### config.mk
export PLATFORM = sky130hd
export DESIGN_NAME = scope_trig_ctrl
export DESIGN_NICKNAME = d
export VERILOG_FILES = /design/src/rtl/scope_trig_ctrl.sv
export SDC_FILE = /design/constraint.sdc
export NUM_CORES = 1
export LEC_CHECK = 0
export ABC_CLOCK_PERIOD_IN_PS = 3650
export CORE_MARGIN = 8
export CORE_UTILIZATION = 28
export DETAILED_ROUTE_END_ITERATION = 8
export MAX_ROUTING_LAYER = met4
export SLEW_MARGIN = 15
export SYNTH_ARGS = -nofsm -noshare
export SYNTH_HDL_FRONTEND = slang
export SYNTH_SLANG_ARGS = --single-unit
### constraint.sdc
create_clock -name clk -period 3.65 [get_ports clk]
set_clock_uncertainty 0.1 [all_clocks]
set_input_delay 0.5475 -clock clk [delete_from_list [all_inputs] [get_ports clk]]
set_output_delay 0.5475 -clock clk [all_outputs]
set_load 0.01 [all_outputs]
### src/rtl/scope_trig_ctrl.sv
// Host-commanded trigger/capture sequencer between a UART byte link and an ADC sample stream.
// Latency: command effects and replies 1 cycle after rx_valid; trigger sample written 1 cycle after it arrives.
// Backpressure: single-entry response register; replies made while it is full are dropped and flagged in tx_ovf.
module scope_trig_ctrl #(
  parameter int ADDR_W  = 12,
  parameter int TIMEOUT = 100000
) (
  input  logic              clk,
  input  logic              rst_n,
  input  logic [7:0]        rx_data,
  input  logic              rx_valid,
  output logic [7:0]        tx_data,
  output logic              tx_valid,
  input  logic              tx_ready,
  input  logic [15:0]       sample,
  input  logic              sample_valid,
  input  logic              ext_trig,
  output logic              wr_en,
  output logic [ADDR_W-1:0] wr_addr,
  output logic [15:0]       wr_data,
  output logic [15:0]       trig_level,
  output logic              trig_edge,
  output logic [15:0]       cap_len,
  output logic [1:0]        state
);

  typedef enum logic [1:0] {ST_IDLE = 2'd0, ST_ARMED = 2'd1, ST_CAPTURE = 2'd2, ST_DONE = 2'd3} cap_state_t;
  typedef enum logic [2:0] {P_CMD, P_PAY0, P_PAY1, P_PAY2, P_PAY3} parse_state_t;

  localparam logic [7:0] C_A = 8'h41, C_R = 8'h52, C_F = 8'h46, C_S = 8'h53, C_Q = 8'h3F;
  localparam logic [7:0] C_K = 8'h4B, C_B = 8'h42, C_E = 8'h45, C_D = 8'h44;
  // Longest capture that cannot overwrite itself; 16-bit length field saturates at 0xFFFF.
  localparam logic [16:0] MAX_LEN = (ADDR_W >= 16) ? 17'h0FFFF : 17'(2 ** ADDR_W);
  localparam int          TO_W    = $clog2(TIMEOUT + 1) + 1;

  cap_state_t        r_state;
  parse_state_t      r_pstate;
  logic [TO_W-1:0]   r_to_cnt;
  logic [15:0]       r_lvl;
  logic [7:0]        r_len_hi;
  logic              r_pay_edge;
  logic signed [15:0] r_prev;
  logic              r_prev_vld;
  logic              r_ext_d;
  logic              r_ext_pend;
  logic [16:0]       r_wcnt;
  logic              tx_ovf;

  logic              w_cmd_byte, w_pay_done, w_idle_done, w_stop, w_arm, w_status;
  logic [15:0]       w_len, w_len_clamp;
  logic signed [15:0] w_smp, w_lvl;
  logic              w_cross, w_ext_edge, w_fire, w_cap_end, w_d_evt;
  logic              w_cmd_rsp_vld, w_rsp_vld, w_slot_free, w_ovf_set;
  logic [7:0]        w_cmd_rsp, w_rsp_dat;

  assign state       = r_state;
  assign w_cmd_byte  = rx_valid && (r_pstate == P_CMD);
  assign w_pay_done  = rx_valid && (r_pstate == P_PAY3);
  assign w_idle_done = (r_state == ST_IDLE) || (r_state == ST_DONE);
  assign w_stop      = w_cmd_byte && (rx_data == C_S);
  assign w_arm       = w_cmd_byte && (rx_data == C_A) && w_idle_done;
  assign w_status    = w_cmd_byte && (rx_data == C_Q);
  assign w_len       = {r_len_hi, rx_data};
  assign w_len_clamp = ({1'b0, w_len} > MAX_LEN) ? MAX_LEN[15:0] : w_len;

  assign w_smp      = sample;
  assign w_lvl      = trig_level;
  assign w_cross    = trig_edge ? ((r_prev < w_lvl) && (w_smp >= w_lvl))
                                : ((r_prev >= w_lvl) && (w_smp < w_lvl));
  assign w_ext_edge = ext_trig && !r_ext_d;
  assign w_fire     = (r_state == ST_ARMED) && sample_valid &&
                      ((r_prev_vld && w_cross) || w_ext_edge || r_ext_pend);
  assign w_cap_end  = (r_state == ST_CAPTURE) && (r_wcnt == {1'b0, cap_len});
  assign w_d_evt    = w_cap_end || (w_fire && (cap_len == 16'd0));

  // Decode the reply byte produced by this cycle's command or completed payload.
  always_comb begin
    w_cmd_rsp_vld = 1'b0;
    w_cmd_rsp     = 8'h00;
    if (w_pay_done) begin
      w_cmd_rsp_vld = 1'b1;
      w_cmd_rsp     = w_idle_done ? C_K : C_B;
    end else if (w_cmd_byte) begin
      case (rx_data)
        C_R, C_F: w_cmd_rsp_vld = 1'b0;
        C_A: begin w_cmd_rsp_vld = 1'b1; w_cmd_rsp = w_idle_done ? C_K : C_B; end
        C_S: begin w_cmd_rsp_vld = 1'b1; w_cmd_rsp = C_K; end
        C_Q: begin w_cmd_rsp_vld = 1'b1; w_cmd_rsp = {3'b001, tx_ovf, trig_edge, 1'b0, r_state}; end
        default: begin w_cmd_rsp_vld = 1'b1; w_cmd_rsp = C_E; end
      endcase
    end
  end

  // Command replies take the slot over a same-cycle 'D'; the loser counts as an overflow.
  assign w_rsp_vld   = w_cmd_rsp_vld || w_d_evt;
  assign w_rsp_dat   = w_cmd_rsp_vld ? w_cmd_rsp : C_D;
  assign w_slot_free = !tx_valid || tx_ready;
  assign w_ovf_set   = (w_rsp_vld && !w_slot_free) || (w_cmd_rsp_vld && w_d_evt);

  // Byte parser: collects the 4-byte trigger payload and abandons it after an idle gap.
  always_ff @(posedge clk or negedge rst_n) begin
    if (!rst_n) begin
      r_pstate   <= P_CMD;
      r_to_cnt   <= '0;
      r_lvl      <= 16'h0000;
      r_len_hi   <= 8'h00;
      r_pay_edge <= 1'b1;
    end else if (r_pstate == P_CMD) begin
      if (rx_valid && ((rx_data == C_R) || (rx_data == C_F))) begin
        r_pstate   <= P_PAY0;
        r_pay_edge <= (rx_data == C_R);
        r_to_cnt   <= '0;
      end
    end else if (rx_valid) begin
      r_to_cnt <= '0;
      case (r_pstate)
        P_PAY0:  begin r_lvl[15:8] <= rx_data; r_pstate <= P_PAY1; end
        P_PAY1:  begin r_lvl[7:0]  <= rx_data; r_pstate <= P_PAY2; end
        P_PAY2:  begin r_len_hi    <= rx_data; r_pstate <= P_PAY3; end
        default: r_pstate <= P_CMD;
      endcase
    end else if (r_to_cnt >= TO_W'(TIMEOUT)) begin
      r_pstate <= P_CMD;
    end else begin
      r_to_cnt <= r_to_cnt + 1'b1;
    end
  end

  // Capture FSM, trigger detection, write sequencing and config; commands override the FSM.
  always_ff @(posedge clk or negedge rst_n) begin
    if (!rst_n) begin
      r_state    <= ST_IDLE;
      wr_en      <= 1'b0;
      wr_addr    <= '0;
      wr_data    <= 16'h0000;
      trig_level <= 16'h0000;
      trig_edge  <= 1'b1;
      cap_len    <= MAX_LEN[15:0];
      r_prev     <= 16'sh0000;
      r_prev_vld <= 1'b0;
      r_ext_d    <= 1'b0;
      r_ext_pend <= 1'b0;
      r_wcnt     <= 17'd0;
    end else begin
      r_ext_d <= ext_trig;
      wr_en   <= 1'b0;
      case (r_state)
        ST_ARMED: begin
          if (sample_valid) begin
            r_prev     <= w_smp;
            r_prev_vld <= 1'b1;
          end else if (w_ext_edge) begin
            r_ext_pend <= 1'b1;
          end
          if (w_fire) begin
            r_ext_pend <= 1'b0;
            if (cap_len == 16'd0) begin
              r_state <= ST_DONE;
            end else begin
              r_state <= ST_CAPTURE;
              wr_en   <= 1'b1;
              wr_addr <= '0;
              wr_data <= sample;
              r_wcnt  <= 17'd1;
            end
          end
        end
        ST_CAPTURE: begin
          if (w_cap_end) begin
            r_state <= ST_DONE;
          end else if (sample_valid) begin
            wr_en   <= 1'b1;
            wr_addr <= wr_addr + 1'b1;
            wr_data <= sample;
            r_wcnt  <= r_wcnt + 17'd1;
          end
        end
        default: ;
      endcase
      if (w_stop) begin
        r_state <= ST_IDLE;
        wr_en   <= 1'b0;
      end
      if (w_arm) begin
        r_state    <= ST_ARMED;
        r_prev_vld <= 1'b0;
        r_ext_pend <= 1'b0;
      end
      if (w_pay_done && w_idle_done) begin
        trig_level <= r_lvl;
        trig_edge  <= r_pay_edge;
        cap_len    <= w_len_clamp;
      end
    end
  end

  // Single-entry response register with sticky overflow flag, cleared by a status read.
  always_ff @(posedge clk or negedge rst_n) begin
    if (!rst_n) begin
      tx_valid <= 1'b0;
      tx_data  <= 8'h00;
      tx_ovf   <= 1'b0;
    end else begin
      if (w_rsp_vld && w_slot_free) begin
        tx_valid <= 1'b1;
        tx_data  <= w_rsp_dat;
      end else if (tx_valid && tx_ready) begin
        tx_valid <= 1'b0;
      end
      if (w_ovf_set) tx_ovf <= 1'b1;
      else if (w_status) tx_ovf <= 1'b0;
    end
  end

endmodule
==> summary.md <==
| Metric | Value |
|---|---|
| Compound-Gate Fraction of Synth Area | 0.120 |
| Power Internal | 4.30 mW |
| Peak supply drop | 279 µV |
| Placed cell count | 1231 |
| Grt total ovfl | 0 |
| EDFF count, synth | 0 |
| Gr usage total | 0.130 |
| Setup crit end kind | register |
| Synth Flop Type | dfrtp_1 |
| CP startpoint kind | register |
| Mapped Nets | 825 |
| Yosys reg bits | 155 |
| Num CTS Buffers | 17 |
| Hold buffer count at cts | 0 |
| Hpwl dp | 15600 µm |
| Final Hold Viols | 0 |
| Core Area | 0.0279 mm² |
| Commonest non-fill, non-tap cell in the layout | dfrtp_1 |
| Post-Route WL | 21200 µm |
| CTS Root Cell | clkbuf_16 |
| Avg Inst Size Synth | 10.5 µm² |
| Crit path kind | register to register |
| Fmax | 290 MHz |
| Initial DRC count | 282 |
| Post-synthesis adder-cell area fraction | 0.0612 |
| Layout cells sized above 1 | 0.160 |
| Vias in the first global route | 6218 |
| Clock sinks | 155 |
| CTS tree | yes |
| Worst hold path class | input pin to async pin |
| Die width | 184 µm |
| Logic pwr share | 0.343 |
| Post-CTS Setup Bufs | 0 |
| Largest family of logic cells by synthesized area | simple AND/OR/NAND/NOR gates |
| Largest net degree at the start of global routing | 99 |
| Wire per inst | 16.8 µm |
| Router iterations before antenna repair | 5 |
| Row Count | 61 |
| Tcrit/Tclk final | 0.945 |
| Pins Over Slew Limit | 0 |
| Xor and xnor area share after synthesis | 0.0287 |
| Worst-Margin Slew | 945 ps |
| Leak pwr | 4.42 nW |
| Nets | 940 |
| Post-synth cell types | 57 |
| Setup slack, reg-to-reg | 200 ps |
| Area delta synth->final | 27.5% |
| Ys Warns | 0 |
| Clk slew on worst S/H paths | 70 ps |
| Die area | 0.0340 mm² |
| PortBufs | 101 |
| CTS Buffer Depth | 2 |
| Top-Level Pins | 103 |
| Async set-reset flop share out of synthesis | 1.00 |
| Pwr dens | 645 mW/mm² |
| Initial Util | 0.285 |
| Seq pwr share | 0.382 |
| Sequential fraction of the synthesis area | 0.489 |
| Commonest cells after routing, fill and taps aside | dfrtp_1, clkdlybuf4s50_1, mux2_2 |
| Drt drc | 0 |
| Sw frac | 0.341 |
| Critical path arrival | 3690 ps |
| Status | completed |
| Synth Instances | 757 |
| H-tree levels | 4 |
| Placer Congestion | 0.820 |
| Unrepaired setup endpoints after global routing | no |
| Count of final setup violators | 0 |
| Fin crit period | 3450 ps |
| Clk_lat worst skew | 430 ps |
| Vias per inst | 4.82 |
| ANT nets after route | 0 |
| CP max FO | 44 |
| Sw power | 2.23 mW |
| Worst path required time | 3900 ps |
| Post-cts sizing count | 0 |
| Max-cap violation count | 0 |
| Final Non-Filler Cells | 1263 |
| Multiplexer area fraction after synthesis | 0.109 |
| Core Util, Final | 0.363 |
| Simple-gate share of the synthesized area | 0.159 |
| Cell area after synthesis | 0.00793 mm² |
| Initial antenna violation count | 1 |
| Relative slew margins | 0.370 |
| Vias | 6084 |
| Global-route wire length before repair | 34000 µm |
| Die Ht | 184 µm |
| Clock power share | 0.275 |
cell families (layout without fill, tap and decap cells):
family	count (synthesis)	after routing
simple gates	245	245
flops	155	155
compound gates	150	150
mux	77	77
buf+inv	64	191
fa+ha+maj	39	39
xor+xnor	26	26
other cells	1	2
flip-flops by register name, indices dropped and copies added, names as in the netlist, 2 cells and up:
signal and flops:
wr_data 16, tx_data 7, r_to_cnt 18, r_pstate 3, trig_level 16, wr_addr 12
state 2, r_wcnt 17, cap_len 16, r_prev 16, r_len_hi 8, r_lvl 16
final timing paths:
check,endpoint,start,depth (start not counted)
min in group clk,wr_data[0],wr_data[0],2
max reg2reg,r_wcnt[16],trig_level[15],13
max,r_wcnt[16],trig_level[15],13
min reg2reg,wr_data[0],wr_data[0],2
max in group asynchronous,cap_len[0],rst_n,2
min,wr_addr[5],rst_n,1
power by group through the flow:
stage | Combinational, mW | Sequential, mW | Clock (mW)
finish | 2.24 | 2.49 | 1.79
global route | 2.49 | 2.56 | 1.91
CTS | 2.26 | 2.49 | 1.84
detailed placement | 2.24 | 2.52 | 0
global placement | 2.20 | 2.52 | 0
floorplan | 1.31 | 2.47 | 0
synth_stat cells, types with 6 or more instances:
master | instances | area (µm²)
or4_1 | 11 | 82.6
ha_1 | 38 | 475
nand4_1 | 13 | 81.3
nand2_1 | 68 | 255
or3_1 | 13 | 81.3
and4_1 | 6 | 52.6
and2_1 | 12 | 75.1
nand3_1 | 24 | 120
xor2_1 | 19 | 166
nor2b_1 | 7 | 43.8
a21o_1 | 6 | 45.0
o21ai_0 | 49 | 245
a22o_1 | 13 | 114
mux2_2 | 73 | 822
xnor2_1 | 7 | 61.3
o31ai_1 | 10 | 75.1
dfrtp_1 | 152 | 3800
nor2_1 | 44 | 165
and3_1 | 9 | 56.3
nor3_1 | 7 | 35.0
nand2b_1 | 10 | 62.6
nor4_1 | 12 | 75.1
clkbuf_1 | 22 | 82.6
inv_1 | 33 | 124
a21oi_1 | 41 | 205
area by class of cell:
class,count,area (µm²)
tap,378,473
sequential,155,3880
antenna,1,2.50
inverter,33,124
clock buffer,17,425
fill,2793,17700
multi-input combinational,538,3800
timing repair buffer,127,1240
clock inverter,14,161
worst max-delay path: stages, from the launching register on:
cell and delay (ps):
dfrtp_1 370, inv_1 80, ha_1 390, nand4_1 220
nor3_2 290, a21boi_0 240, or4_4 170, mux2i_1 190
a32o_2 280, a32oi_4 130, buf_12 190, nor4_1 340
buf_4 170, mux2i_1 180
through the flow:
| step | power, mW | setup TNS, ps | hold slack, ps | area (µm²) | setup slack, ps |
|---|---|---|---|---|---|
| 2_1_floorplan | 3.78 | 0 | 152 | 7930 | 551 |
| 3_3_place_gp | 4.72 | 0 | 367 | 9520 | 94.6 |
| 3_5_place_dp | 4.76 | -280 | 372 | 9520 | -61.8 |
| 4_1_cts | 6.59 | 0 | 154 | 10100 | 121 |
| 5_1_grt | 6.95 | 0 | 179 | 10100 | 56.3 |
| 6_report | 6.53 | 0 | 90.5 | 10100 | 201 |
layer usage:
layer | vias to the layer above | wire (µm) | track usage
li1 | 2957 | - | -
met1 | 3009 | 9800 | 0.158
met2 | 104 | 10200 | 0.210
met3 | 14 | 1020 | 0.0380
met4 | 0 | 189 | 0.0303
met5 | - | 0 | -
No activity file was read; power rests on OpenSTA's default activity.
